`config.mk`:
```
export PLATFORM = sky130hd
export DESIGN_NAME = ula_arbiter
export DESIGN_NICKNAME = d
export VERILOG_FILES = /design/src/rtl/ula_arbiter.sv
export SDC_FILE = /design/constraint.sdc
export NUM_CORES = 1
export LEC_CHECK = 0
export CORE_MARGIN = 2
export CORE_UTILIZATION = 44
export CTS_CLUSTER_DIAMETER = 50
export DETAILED_ROUTE_END_ITERATION = 7
export PLACE_DENSITY = 0.86
export REMOVE_ABC_BUFFERS = 1
export SLEW_MARGIN = 10
export SYNTH_ARGS = -nofsm -noshare
export SYNTH_HDL_FRONTEND = slang
export SYNTH_SLANG_ARGS = --single-unit
```
`constraint.sdc`:
```
create_clock -name clock -period 3.1 [get_ports clock]
set_input_delay 0.62 -clock clock [delete_from_list [all_inputs] [get_ports clock]]
set_output_delay 0.62 -clock clock [all_outputs]
set_load 0.005 [all_outputs]
```
`src/rtl/ula_arbiter.sv`:
```
// Round-robin arbiter sharing one ULA between the execute stage (port 0)
// and the branch/address unit (port 1); one operation in flight at a time.
module ula_arbiter #(
  parameter int DATA_W  = 32,
  parameter int OP_W    = 5,
  parameter int ALU_LAT = 1
) (
  input  logic              clock,
  input  logic              reset_n,
  input  logic              req0_valid,
  output logic              req0_ready,
  input  logic [OP_W-1:0]   req0_opcode,
  input  logic [DATA_W-1:0] req0_a,
  input  logic [DATA_W-1:0] req0_b,
  input  logic              req1_valid,
  output logic              req1_ready,
  input  logic [OP_W-1:0]   req1_opcode,
  input  logic [DATA_W-1:0] req1_a,
  input  logic [DATA_W-1:0] req1_b,
  output logic              rsp0_valid,
  input  logic              rsp0_ready,
  output logic [DATA_W-1:0] rsp0_data,
  output logic [3:0]        rsp0_flags,
  output logic              rsp1_valid,
  input  logic              rsp1_ready,
  output logic [DATA_W-1:0] rsp1_data,
  output logic [3:0]        rsp1_flags,
  output logic [OP_W-1:0]   alu_opcode,
  output logic [DATA_W-1:0] alu_a,
  output logic [DATA_W-1:0] alu_b,
  input  logic [DATA_W-1:0] alu_out,
  input  logic              alu_zero,
  input  logic              alu_neg,
  input  logic              alu_carry,
  input  logic              alu_overflow,
  output logic              busy
);

  typedef enum logic [1:0] {
    IDLE,
    ISSUE,
    RESP
  } state_e;

  localparam logic [OP_W-1:0] OP_RST =
    {1'b1, {(OP_W-1){1'b0}}};
  localparam logic [3:0] LAT = 4'(ALU_LAT);

  state_e            state_q, state_d;
  logic              last_q, last_d;
  logic [3:0]        cnt_q, cnt_d;
  logic [OP_W-1:0]   op_q, op_d;
  logic [DATA_W-1:0] a_q, a_d;
  logic [DATA_W-1:0] b_q, b_d;
  logic [DATA_W-1:0] res_q, res_d;
  logic [3:0]        flg_q, flg_d;

  logic gnt0, gnt1;

  // last_q doubles as the owner of the in-flight operation
  assign gnt0 = req0_valid & (~req1_valid | last_q);
  assign gnt1 = req1_valid & (~req0_valid | ~last_q);

  always_ff @(posedge clock or negedge reset_n) begin
    if (!reset_n) begin
      state_q <= IDLE;
      last_q  <= 1'b1;
      cnt_q   <= '0;
      op_q    <= OP_RST;
      a_q     <= '0;
      b_q     <= '0;
      res_q   <= '0;
      flg_q   <= '0;
    end else begin
      state_q <= state_d;
      last_q  <= last_d;
      cnt_q   <= cnt_d;
      op_q    <= op_d;
      a_q     <= a_d;
      b_q     <= b_d;
      res_q   <= res_d;
      flg_q   <= flg_d;
    end
  end

  always_comb begin
    state_d    = state_q;
    last_d     = last_q;
    cnt_d      = cnt_q;
    op_d       = op_q;
    a_d        = a_q;
    b_d        = b_q;
    res_d      = res_q;
    flg_d      = flg_q;
    req0_ready = 1'b0;
    req1_ready = 1'b0;
    unique case (state_q)
      IDLE: begin
        req0_ready = gnt0;
        req1_ready = gnt1;
        if (gnt0 || gnt1) begin
          state_d = ISSUE;
          last_d  = gnt1;
          cnt_d   = LAT;
          op_d    = gnt1 ? req1_opcode : req0_opcode;
          a_d     = gnt1 ? req1_a : req0_a;
          b_d     = gnt1 ? req1_b : req0_b;
        end
      end
      ISSUE: begin
        cnt_d = cnt_q - 4'd1;
        if (cnt_q == 4'd1) begin
          state_d = RESP;
          res_d   = alu_out;
          flg_d   = {alu_zero, alu_neg,
                     alu_carry, alu_overflow};
        end
      end
      RESP: begin
        if (last_q ? rsp1_ready : rsp0_ready)
          state_d = IDLE;
      end
      default: state_d = IDLE;
    endcase
  end

  assign rsp0_valid = (state_q == RESP) & ~last_q;
  assign rsp1_valid = (state_q == RESP) & last_q;
  assign rsp0_data  = rsp0_valid ? res_q : '0;
  assign rsp1_data  = rsp1_valid ? res_q : '0;
  assign rsp0_flags = rsp0_valid ? flg_q : '0;
  assign rsp1_flags = rsp1_valid ? flg_q : '0;

  assign alu_opcode = op_q;
  assign alu_a      = a_q;
  assign alu_b      = b_q;
  assign busy       = (state_q != IDLE);

endmodule
```
---- Yosys cells after proc, flatten, opt, wreduce, memory -nomap -nowiden ----
Index checks and enable logic that the tools add are counted.
cells by class
  $add $sub $neg .......................... 1
  multipliers ............................. 0
  div/mod/pow operators ................... 0
  order comparisons ....................... 0
  eq/ne operators ......................... 6
  shift-type cells ........................ 0
  mux-type cells .......................... 16
  bitwise logic cells ..................... 9
  reductions and logical operators ........ 8
operators with widths
  operator                                                            number
  32-bit 2-to-1 mux                                                   4
  4-bit 2-to-1 mux                                                    3
  4-bit case mux with 2 select lines                                  1
  2-bit 2-to-1 mux                                                    3
  2-bit inequality test, second input constant                        3
  2-bit case mux with 3 select lines                                  1
  2-bit AND reduction                                                 3
  5-bit 2-to-1 mux                                                    1
  1-bit bitwise AND                                                   4
  4-bit by 1-bit == test with 1-bit output, second input constant     1
  2-bit nonzero test                                                  2
  4-bit by 1-bit subtractor with 4-bit output, second input constant  1
  1-bit 2-to-1 mux                                                    3
  1-bit inverter                                                      3
  3-bit AND reduction                                                 1
  2-bit by 1-bit == test with 1-bit output, second input constant     1
  2-bit == test, second input constant                                1
  2-bit logical NOT                                                   1
  1-bit bitwise OR                                                    2
  1-bit logical OR                                                    1
storage, ports and cells
  bits in registers ....................... 112
  latch bits .............................. 0
  bits in writable memories ............... 0
  bits in read-only memories .............. 0
  input port bits ......................... 180
  output and inout port bits .............. 146
  logic and storage cells ................. 48
  memories ................................ 0

---- Longest topological paths before layout ----
Gate-level depths: netlist (run 1).
  depth in word-level cells ............... 6
  mapped depth ............................ 6
  mapped depth without buffers ............ 5

---- Least setup slack after synthesis (run 1) ----
OpenSTA, ideal clock, no wires.
  path type ............................... input -> output
  from .................................... in req1_valid
  to ...................................... out req1_ready
  arrival ................................. 1.249 ns
  setup slack ............................. 1.231 ns
  stages on the path ...................... 4
  buffers on the path ..................... 2
  cells stage by stage .................... a21bo_1 > buf_2 > clkbuf_1 > nor2_1
between the ends
  cells in the longest elaborated chain, start to end .. 2
ends and longest elaborated chain
  element            RTL line  text
  from (decl)        15        input logic req1_valid,
  1-bit bitwise AND  62        assign gnt1 = req1_valid & (~req0_valid | ~last_q);
  1-bit 2-to-1 mux   97        unique case (state_q)
  to (decl)          16        output logic req1_ready,
No other way between the ends.

---- Worst setup path after layout (run 1) ----
  from .................................... reg last_q
  to ...................................... out rsp1_data[2]
between the ends
  cells in the longest elaborated chain, start to end .. 2
ends and longest elaborated chain
  element                 RTL line  text
  from (decl)             50        logic last_q, last_d;
  from (signal assigned)  76        last_q <= last_d;
  1-bit bitwise AND       128       assign rsp1_valid = (state_q == RESP) & last_q;
  32-bit 2-to-1 mux       130       assign rsp1_data = rsp1_valid ? res_q : '0;
  to (decl)               26        output logic [DATA_W-1:0] rsp1_data,
No other way between the ends.

==> results by group, run 1 <==
Die
  • Die width: 127 um
  • Rows: 44
  • Initial core utilization: 0.453
  • Die Y: between 100 and 150 um
  • Die area: between 15000 and 20000 sq um
  • IO Pins: around 330
  • Area of the core: ~15000 sq um

Yosys
  • Synth area leader: dfrtp_1
  • Synth cell types: 39
  • Post-synth EDFFs: 0
  • Avg Cell Area, Syn: 11.3 sq um
  • Synth cell count leaders: nand2_1 (141), dfrtp_1 (110), and2_1 (72), a21oi_1 (71), a31oi_4 (68)
  • Async SR Flop Fraction: 1.00
  • Seq cells post-synth: around 110
  • Post-synth top area share: 0.417
  • Main flop type after synthesis: dfrtp_1
  • Synth Warn #: 0
  • Seq/Total Area, Yosys: 0.425
  • Ranking of synthesized cells by area: dfrtp_1 (42%), a31oi_4 (22%), nand2_1 (8.0%)
  • Cell Area, Synth: roughly 6600 sq um
  • Mapped Cells: between 500 and 600
  • Count leader, synth: nand2_1

Clock tree
  • Postcts setup bufs: 0
  • # resized after CTS: 0
  • Cts hold-fix bufs: 0
  • Root buf cell: clkbuf_16
  • Num CTS Buffers: 9
  • Clock-pin slew on the worst setup and hold paths: around 70 ps
  • Clk_lat worst skew: roughly 350 ps
  • TritonCTS clock tree: built
  • H-Tree Depth: 3
  • Sink Count: about 110
  • Max clock buf depth: 2

Setup path
  • CP max stage cell: dfstp_2
  • WP buf/inv: 2
  • Crit-path leading delay family: buffers and inverters
  • Max incr delay on CP: slightly above 600 ps
  • Crit-path cells: and3b_1 > buf_4 > and2_1 > clkdlybuf4s50_1
  • Worst setup EP type: output pin
  • Worst Path Arrival: about 2200 ps
  • CP max FO: 38
  • Data required time of the critical path: ~2500 ps
  • Critical path class: register to output pin
  • Worst Setup Start Kind: register

Power and ir drop
  • Internal power: about 5.3 mW
  • Worst vdd ir: about 0.00038 V
  • Sequential power share: 0.324
  • Switching Share: 0.370
  • LEAKAGE: 3.87 nW
  • Combinational Power Share: 0.541
  • Total power: roughly 8.3 mW
  • Clock Power Share: 0.135
  • Switching power: 3.09 mW
  • PD cells: about 800 nW/um^2

Routing
  • Via density: ~5.2
  • Post-DR wirelength/cell: 18.4 um
  • Vias: around 5.6k
  • Total Routed Length: 19.7 mm
  • Iter 0 DRT Violations: between 300 and 400
  • Residual DRC count: 0
  • Drt pass-1 iters: 4
  • Post-DRT Antenna Nets: 0

Finish
  • Filler Cell Count: slightly above 1k
  • Area Overhead vs Synth: 54.5%
  • Design area: just over 10000 sq um
  • Fraction of layout instances using a drive strength above 1: 0.127
  • Inserted Diodes: 0
  • Final net count: about 1.1k
  • Final core utilization: 0.699
  • Non-Filler Instances: 1073

Timing
  • Worst Hold Slack: roughly 360 ps
  • Clock skew: between 6 and 7 ps
  • # setup viols final: 0
  • Final TNS setup: 0 ps
  • Worst Max-Slew Pin Slew: about 800 ps
  • RSZ-0062 raised after global routing: no
  • Rel. slew slack: 0.473
  • Max Fclk: 355 MHz
  • Post-route minimum period: 2820 ps
  • Fin. Hold Viols: 0
  • Max Slew Vio Count: 0
  • Setup ws final: around 280 ps
  • Tcrit/Tclk final: 0.908

Placed design
  • Placed inst area: 9910 sq um
  • Placer Congestion: ~0.8
  • Dpl hpwl: 14.2 mm
  • Setup Slack @ Placement: 506 ps
  • Placed cell count: roughly 1.1k
  • Port Buf Inserts: between 300 and 400

GRT
  • Vias in the first global route: 5704
  • Total GRT Usage: 0.245
  • Grt ovf: 0
  • Pin count of the biggest net entering global routing: roughly 110
  • First-pass GRT wire length: about 31 mm
  • Initial antenna violation count: 0

Status
  • Status: finished, final reports clean

Job
  • MaxCap Viol Count: 0

Hold path
  • Hold Crit Class: input port to asynchronous set/reset pin
==> placed cells by master, fill, tap and decap left out, types with 2 or more instances in the layout <==
cell / instances
clkdlybuf4s50_1: 324
nand2_1: 141
dfrtp_1: 110
and2_1: 72
a21oi_1: 71
a31oi_4: 68
mux2_1: 36
buf_4: 11
clkbuf_16: 9
buf_12: 5
inv_1: 4
clkinv_2: 3
nor3b_2: 2
nor2_1: 2
ha_1: 2
dfstp_2: 2
clkbuf_8: 2
==> per-layer routing <==
layer  track usage  wire, um
met5             0         0
met4        0.0808       520
met3        0.0780      1720
met2         0.421      9980
met1         0.289      7530
==> flip-flops by register name, summed over array words and instances, names as in the netlist <==
signal and count:
state_q 2, alu_b 32, flg_q 4, alu_opcode 5, alu_a 32, last_q 1, cnt_q 4, res_q 32
==> cell type report <==
| type | count | area [sq um] | area share |
|---|---|---|---|
| clock buffer | 11 | 253 | 0.0248 |
| timing repair buffer | 340 | 3430 | 0.336 |
| clock inverter | 5 | 31.3 | 0.00307 |
| sequential | 112 | 2810 | 0.275 |
| inverter | 5 | 18.8 | 0.00184 |
| tap | 184 | 230 | 0.0226 |
| multi-input combinational | 416 | 3430 | 0.337 |
==> power by group through the flow <==
stage	Combinational, mW	Sequential [mW]	Clock [mW]
after floorplan	2.49	2.65	0
final	4.51	2.70	1.13
after global placement	4.45	2.68	0
after CTS	4.57	2.70	1.16
after global routing	4.85	2.79	1.21
after detailed placement	4.54	2.73	0
==> worst paths after layout <==
path | startpoint | end | slack [ps] | cells after the start
min in group clock | res_q[14] | res_q[14] | 500 | 1
worst max-delay path | last_q | rsp1_data[2] | 280 | 4
worst max register to register | state_q[0] | alu_b[13] | 860 | 5
worst min-delay path | reset_n | res_q[28] | 360 | 2
worst min register to register | res_q[14] | res_q[14] | 500 | 1
max in group asynchronous | reset_n | alu_b[23] | 2270 | 2
==> kinds of logic (layout without fill, tap and decap cells) <==
| kind of cell | count (synthesis) | after routing | synth area share |
|---|---|---|---|
| DFF | 112 | 112 | 0.425 |
| and+or+nand+nor | 228 | 228 | 0.165 |
| xor gates and xnor gates | 1 | 1 | 0.00133 |
| AOI/OAI and AO/OA | 149 | 149 | 0.286 |
| adders and majority gates | 2 | 2 | 0.00379 |
| buffers and inverters | 55 | 361 | 0.0576 |
| muxes | 36 | 36 | 0.0614 |
==> worst reg2reg max path, delay by kind of cell, from the launching register on <==
kind                   cells  cell delay, ps
DFF                        1             460
AOI/OAI and AO/OA          1             110
buffers and inverters      2             760
and+or+nand+nor            2             780
No activity file was read; power rests on OpenSTA's default activity.
==> run 2: changes to the inputs <==
--- a/config.mk
+++ b/config.mk
@@ -5,11 +5,12 @@
 export SDC_FILE = /design/constraint.sdc
 export NUM_CORES = 1
 export LEC_CHECK = 0
-export CORE_MARGIN = 2
-export CORE_UTILIZATION = 44
+export ABC_AREA = 1
+export CORE_AREA = 2 2 126 128
 export CTS_CLUSTER_DIAMETER = 50
 export DETAILED_ROUTE_END_ITERATION = 7
-export PLACE_DENSITY = 0.86
+export DIE_AREA = 0 0 128 130
+export PLACE_DENSITY = 0.81
 export REMOVE_ABC_BUFFERS = 1
 export SLEW_MARGIN = 10
 export SYNTH_ARGS = -nofsm -noshare
==> results by group, run 2 <==
Yosys
  • Avg Cell Area, Syn: 7.13 sq um (-37%)
  • Synth cell types: 22 (-44%)
  • Mapped Cells: 848 (+45%)
  • Async SR Flop Fraction: 1.00 (unchanged)
  • Cell Area, Synth: 6040 sq um (-8.5%)
  • Main flop type after synthesis: dfrtp_1
  • Post-synth top area share: 0.455 (+0.0386)
  • Post-synth EDFFs: 0 (unchanged)
  • Synth Warn #: 0 (unchanged)
  • Seq/Total Area, Yosys: 0.464 (+0.0393)
  • Ranking of synthesized cells by area: dfrtp_1 (46%), nand2_1 (21%), nand3b_1 (8.6%)
  • Count leader, synth: nand2_1
  • Seq cells post-synth: 112 (unchanged)
  • Synth cell count leaders: nand2_1 (332), inv_1 (114), dfrtp_1 (110), nor2_1 (79), nand3_1 (78)
  • Synth area leader: dfrtp_1

GRT
  • Total GRT Usage: 0.244 (-0.000844)
  • First-pass GRT wire length: 31.6 mm (+2.4%)
  • Vias in the first global route: 6260 (+9.7%)
  • Pin count of the biggest net entering global routing: 75 (-34%)
  • Initial antenna violation count: 0 (unchanged)
  • Grt ovf: 0 (unchanged)

Routing
  • Vias: 6483 (+17%)
  • Via density: 4.83 (-6.7%)
  • Iter 0 DRT Violations: 318 (+2.6%)
  • Post-DRT Antenna Nets: 0 (unchanged)
  • Post-DR wirelength/cell: 15.5 um (-16%)
  • Total Routed Length: 20.8 mm (+5.1%)
  • Drt pass-1 iters: 4 (unchanged)
  • Residual DRC count: 0 (unchanged)

Finish
  • Area Overhead vs Synth: 61.4%
  • Inserted Diodes: 0 (unchanged)
  • Design area: 9760 sq um (-4.3%)
  • Fraction of layout instances using a drive strength above 1: 0.0339 (-0.0932)
  • Most frequent cells in the layout: nand2_1 (331), clkdlybuf4s50_1 (323), inv_1 (114)
  • Filler Cell Count: 1396 (+36%)
  • Commonest non-fill, non-tap cell in the layout: nand2_1
  • Final net count: 1326 (+24%)

Placed design
  • Placed inst area: 9420 sq um (-5.0%)
  • Dpl hpwl: 14.6 mm (+2.6%)
  • Port Buf Inserts: 325 (unchanged)
  • Placer Congestion: 0.805 (about the same)

Timing
  • Fin. Hold Viols: 0 (unchanged)
  • Rel. slew slack: 0.407 (-0.0662)
  • Clock skew: 5.95 ps (-0.991 ps)
  • Max Fclk: 377 MHz (+6.1%)
  • Worst Hold Slack: 260 ps (-98.4 ps)
  • RSZ-0062 raised after global routing: no
  • Tcrit/Tclk final: 0.856 (-0.0522)
  • # setup viols final: 0 (unchanged)
  • Max Slew Vio Count: 0 (unchanged)
  • Worst Max-Slew Pin Slew: 888 ps (+97.1 ps)
  • Post-route minimum period: 2650 ps (-162 ps)

Setup path
  • Reg2Reg Launch Point: cnt_q[1]
  • Worst Path Arrival: 2030 ps (-170 ps)
  • Crit-path cells: nand3_1 > buf_4 > nor2_1 > clkdlybuf4s50_1
  • Max incr delay on CP: 550 ps (-60 ps)
  • Critical path class: register to output pin
  • Worst setup EP type: output pin
  • Data required time of the critical path: 2480 ps (about the same)
  • Critical Path Source: last_q
  • CP max stage cell: dfstp_2
  • Worst Setup Start Kind: register
  • CP max FO: 38 (unchanged)

Die
  • Rows: 46 (+4.5%)
  • Die width: 128 um (+1.2%)
  • Area of the core: 15400 sq um (+5.7%)
  • Die area: 16600 sq um (+4.0%)
  • Die Y: 130 um (+2.8%)
  • IO Pins: 326 (unchanged)
  • Initial core utilization: 0.392 (-0.0608)

Clock tree
  • H-Tree Depth: 3 (unchanged)
  • Max clock buf depth: 2 (unchanged)
  • Postcts setup bufs: 0 (unchanged)
  • Num CTS Buffers: 9 (unchanged)
  • Root buf cell: clkbuf_16
  • TritonCTS clock tree: built
  • Cts hold-fix bufs: 0 (unchanged)
  • Clk_lat worst skew: 360 ps (about the same)
  • Sink Count: 112 (unchanged)
  • Clock-pin slew on the worst setup and hold paths: 70 ps (about the same)
  • # resized after CTS: 0 (unchanged)

Power and ir drop
  • Clock Power Share: 0.172 (+0.037)
  • Sequential power share: 0.345 (+0.021)
  • PD cells: 784 nW/um^2 (-4.2%)
  • Switching power: 2.86 mW (-7.5%)
  • Total power: 7.65 mW (-8.3%)
  • Internal power: 4.80 mW (-8.8%)
  • LEAKAGE: 4.84 nW (+25%)
  • Worst vdd ir: 0.000462 V (+23%)
  • Combinational Power Share: 0.483 (-0.058)
  • Switching Share: 0.373 (+0.00311)

Job
  • MaxCap Viol Count: 0 (unchanged)

Hold path
  • Hold Crit Class: input port to asynchronous set/reset pin

Status
  • Status: finished, final reports clean
## run 2: logic make-up after synthesis
kind of cell | count (synthesis) | synth area share
and+or+nand+nor | 565 | 0.415
buffers and inverters | 166 | 0.114
DFF | 112 | 0.464
AOI/OAI and AO/OA | 3 | 0.00248
adders and majority gates | 2 | 0.00414
## run 2: worst paths after layout
check                           endpoint  slack [ps]  cells after the start
max                        rsp1_data[17]         450                      4
min                             res_q[4]         260                      1
max reg2reg                    res_q[16]        1270                      6
min reg2reg                    alu_a[31]         480                      2
max in group asynchronous         last_q        2050                      2
min in group clock             alu_a[31]         480                      2
## run 2: layout make-up
| class | count | area, sq um | share of cell area |
|---|---|---|---|
| clock buffer | 14 | 274 | 0.0281 |
| clock inverter | 2 | 60.1 | 0.00616 |
| inverter | 115 | 432 | 0.0442 |
| multi-input combinational | 570 | 2570 | 0.263 |
| sequential | 112 | 2810 | 0.288 |
| tap | 192 | 240 | 0.0246 |
| timing repair buffer | 336 | 3380 | 0.346 |
## run 2: power by group through the flow
stage	combinational (mW)	clock, mW	sequential, mW
finish	3.70	1.32	2.64
global route	4.11	1.39	2.73
CTS	3.74	1.34	2.63
detailed placement	3.73	0	2.64
global placement	3.64	0	2.62
floorplan	1.71	0	2.63
## run 2: worst max-delay path, delay by kind of cell (launching register included)
family                 cells  cell delay [ps]
and+or+nand+nor            2              310
DFF                        1              550
buffers and inverters      2              800
## run 2: metal layers
metal	up-vias	global-route usage	wire, um
met5	-	0	0
met4	0	0.0976	614
met3	37	0.0783	1870
met2	272	0.431	10200
met1	3033	0.274	8100
li1	3141	-	-
## run 2: metrics by stage
step | worst slack [ps] | setup TNS, ps | utilization | instances
floorplan | -231 | -11350 | - | 797
global placement | 504 | 0 | 0.611 | 1325
detailed placement | 495 | 0 | 0.611 | 1325
CTS | 420 | 0 | 0.633 | 1341
global route | 372 | 0 | 0.633 | 1341
finish | 446 | 0 | 0.633 | 1341
==> run 3: changes to the inputs <==
--- a/config.mk
+++ b/config.mk
@@ -6,13 +6,13 @@
 export NUM_CORES = 1
 export LEC_CHECK = 0
 export ABC_AREA = 1
-export CORE_AREA = 2 2 126 128
+export CORE_AREA = 2 2 128 130
+export CTS_BUF_LIST = sky130_fd_sc_hd__clkbuf_8
 export CTS_CLUSTER_DIAMETER = 50
 export DETAILED_ROUTE_END_ITERATION = 7
-export DIE_AREA = 0 0 128 130
-export PLACE_DENSITY = 0.81
+export DIE_AREA = 0 0 130 132
+export PLACE_DENSITY = 0.79
 export REMOVE_ABC_BUFFERS = 1
-export SLEW_MARGIN = 10
 export SYNTH_ARGS = -nofsm -noshare
 export SYNTH_HDL_FRONTEND = slang
 export SYNTH_SLANG_ARGS = --single-unit
==> results by group, run 3 (synthesized netlist as in run 2, its figures left out) <==
Status
  • Status: finished, final reports clean

Clock tree
  • Max clock buf depth: 2 (unchanged)
  • TritonCTS clock tree: built
  • Cts hold-fix bufs: 0 (unchanged)
  • # resized after CTS: 0 (unchanged)
  • Clock-pin slew on the worst setup and hold paths: 100 ps (+30 ps)
  • H-Tree Depth: 3 (unchanged)
  • Sink Count: 112 (unchanged)
  • Root buf cell: clkbuf_8
  • Postcts setup bufs: 0 (unchanged)
  • Clk_lat worst skew: 390 ps (+30 ps)
  • Num CTS Buffers: 9 (unchanged)

Finish
  • Most frequent cells in the layout: nand2_1 (331), clkdlybuf4s50_1 (323), inv_1 (116)
  • Fraction of layout instances using a drive strength above 1: 0.0356 (+0.00168)
  • Final core utilization: 0.614 (-0.0190)
  • Filler Cell Count: 1426 (+2.1%)
  • Area Overhead vs Synth: 59.5%
  • Final net count: 1328 (+0.15%)
  • Commonest non-fill, non-tap cell in the layout: nand2_1
  • Design area: 9640 sq um (-1.2%)
  • Inserted Diodes: 0 (unchanged)

Setup path
  • Critical Path Stages: 5 (+1)
  • CP max stage cell: dfstp_2
  • Data required time of the critical path: 2480 ps (about the same)
  • Crit-path leading delay family: buffers and inverters
  • Worst R2R End: res_q[19]
  • Worst Setup Start Kind: register
  • Critical Path Source: last_q
  • Crit-path cells: inv_1 > nand3_1 > buf_4 > nor2_1 > clkdlybuf4s50_1
  • Worst Path Arrival: 2050 ps (+20 ps)
  • Worst setup EP type: output pin
  • CP Capture Point: rsp0_data[11]
  • WP buf/inv: 3 (+1)
  • CP max FO: 38 (unchanged)
  • R2R depth: 6 (unchanged)
  • Reg2Reg Launch Point: cnt_q[1]
  • Max incr delay on CP: 560 ps (about the same)
  • Critical path class: register to output pin
  • R2R setup slack: 1310 ps (+40 ps)

Power and ir drop
  • Combinational Power Share: 0.513 (+0.030)
  • Switching power: 2.79 mW (-2.2%)
  • Clock Power Share: 0.119 (-0.053)
  • Sequential power share: 0.367 (+0.022)
  • Worst vdd ir: 0.000365 V (-21%)
  • Switching Share: 0.390 (+0.0166)
  • PD cells: 743 nW/um^2 (-5.2%)
  • Internal power: 4.37 mW (-8.8%)
  • Total power: 7.16 mW (-6.4%)
  • LEAKAGE: 4.78 nW (-1.2%)

GRT
  • Pin count of the biggest net entering global routing: 75 (unchanged)
  • Total GRT Usage: 0.234 (-0.00959)
  • Vias in the first global route: 6174 (-1.4%)
  • Initial antenna violation count: 0 (unchanged)
  • Grt ovf: 0 (unchanged)
  • First-pass GRT wire length: 31.6 mm (-0.17%)

Routing
  • Residual DRC count: 0 (unchanged)
  • Post-DR wirelength/cell: 14.7 um (-4.8%)
  • Drt pass-1 iters: 5 (+1)
  • Iter 0 DRT Violations: 291 (-8.5%)
  • Post-DRT Antenna Nets: 0 (unchanged)
  • Via density: 4.65 (-3.9%)
  • Vias: 6350 (-2.1%)
  • Total Routed Length: 20.1 mm (-3.0%)

Die
  • Die Y: 132 um (+1.5%)
  • Die area: 17200 sq um (+3.1%)
  • Rows: 46 (unchanged)
  • Die width: 130 um (+1.6%)
  • Area of the core: 15700 sq um (+1.9%)
  • IO Pins: 326 (unchanged)
  • Initial core utilization: 0.385 (-0.00718)

Job
  • MaxCap Viol Count: 0 (unchanged)

Timing
  • Worst Hold Slack: 253 ps (-6.66 ps)
  • Rel. slew slack: 0.421 (+0.0143)
  • # setup viols final: 0 (unchanged)
  • Worst Max-Slew Pin Slew: 867 ps (-21.4 ps)
  • Max Slew Vio Count: 0 (unchanged)
  • Max Fclk: 375 MHz (-0.54%)
  • RSZ-0062 raised after global routing: no
  • Fin. Hold Viols: 0 (unchanged)
  • Clock skew: 8.22 ps (+2.27 ps)
  • Tcrit/Tclk final: 0.861 (+0.00465)
  • Post-route minimum period: 2670 ps (+14.4 ps)

Hold path
  • Hold Crit Class: input port to asynchronous set/reset pin

Placed design
  • Dpl hpwl: 14.4 mm (-1.3%)
  • Placer Congestion: 0.809 (+0.40%)
  • Port Buf Inserts: 325 (unchanged)
  • Placed inst area: 9460 sq um (+0.35%)
## run 3: cell type report
class	count	area (sq um)	area share
clock buffers	12	165	0.0171
multi-input cells	570	2570	0.266
inverters	115	432	0.0448
flip-flops and latches	112	2810	0.291
clock inverters	4	20.0	0.00208
well taps	216	270	0.0280
repair buffers	338	3380	0.351
## run 3: layer usage
layer / up-vias / global-route usage / wire length (um)
met3: 40 / 0.0824 / 2020
met2: 252 / 0.389 / 9480
met4: 0 / 0.0920 / 661
met1: 2916 / 0.275 / 7990
li1: 3142 / - / -
met5: - / 0 / 0
## run 3: power groups by stage
| stage | clock network (mW) | logic [mW] | registers (mW) |
|---|---|---|---|
| after global placement | 0 | 3.64 | 2.63 |
| after floorplan | 0 | 1.71 | 2.63 |
| after global routing | 0.935 | 4.12 | 2.72 |
| after detailed placement | 0 | 3.72 | 2.64 |
| after CTS | 0.880 | 3.74 | 2.63 |
| final | 0.854 | 3.68 | 2.63 |
## run 3: worst min path at each step
stage	start	slack, ps	endpoint	cells after the start
floorplan	reset_n	320	alu_a[0]	0
global placement	alu_opcode[4]	460	alu_opcode[4]	2
detailed placement	alu_opcode[4]	460	alu_opcode[4]	2
CTS	reset_n	260	flg_q[3]	1
global route	reset_n	280	res_q[30]	1
finish	reset_n	250	res_q[30]	1
## run 3: through the flow
stage,TNS (ps),std cells,worst slack [ps]
floorplan,-11350,797,-231
global placement,0,1351,512
detailed placement,0,1351,505
CTS,0,1367,392
global route,0,1367,347
finish,0,1367,432
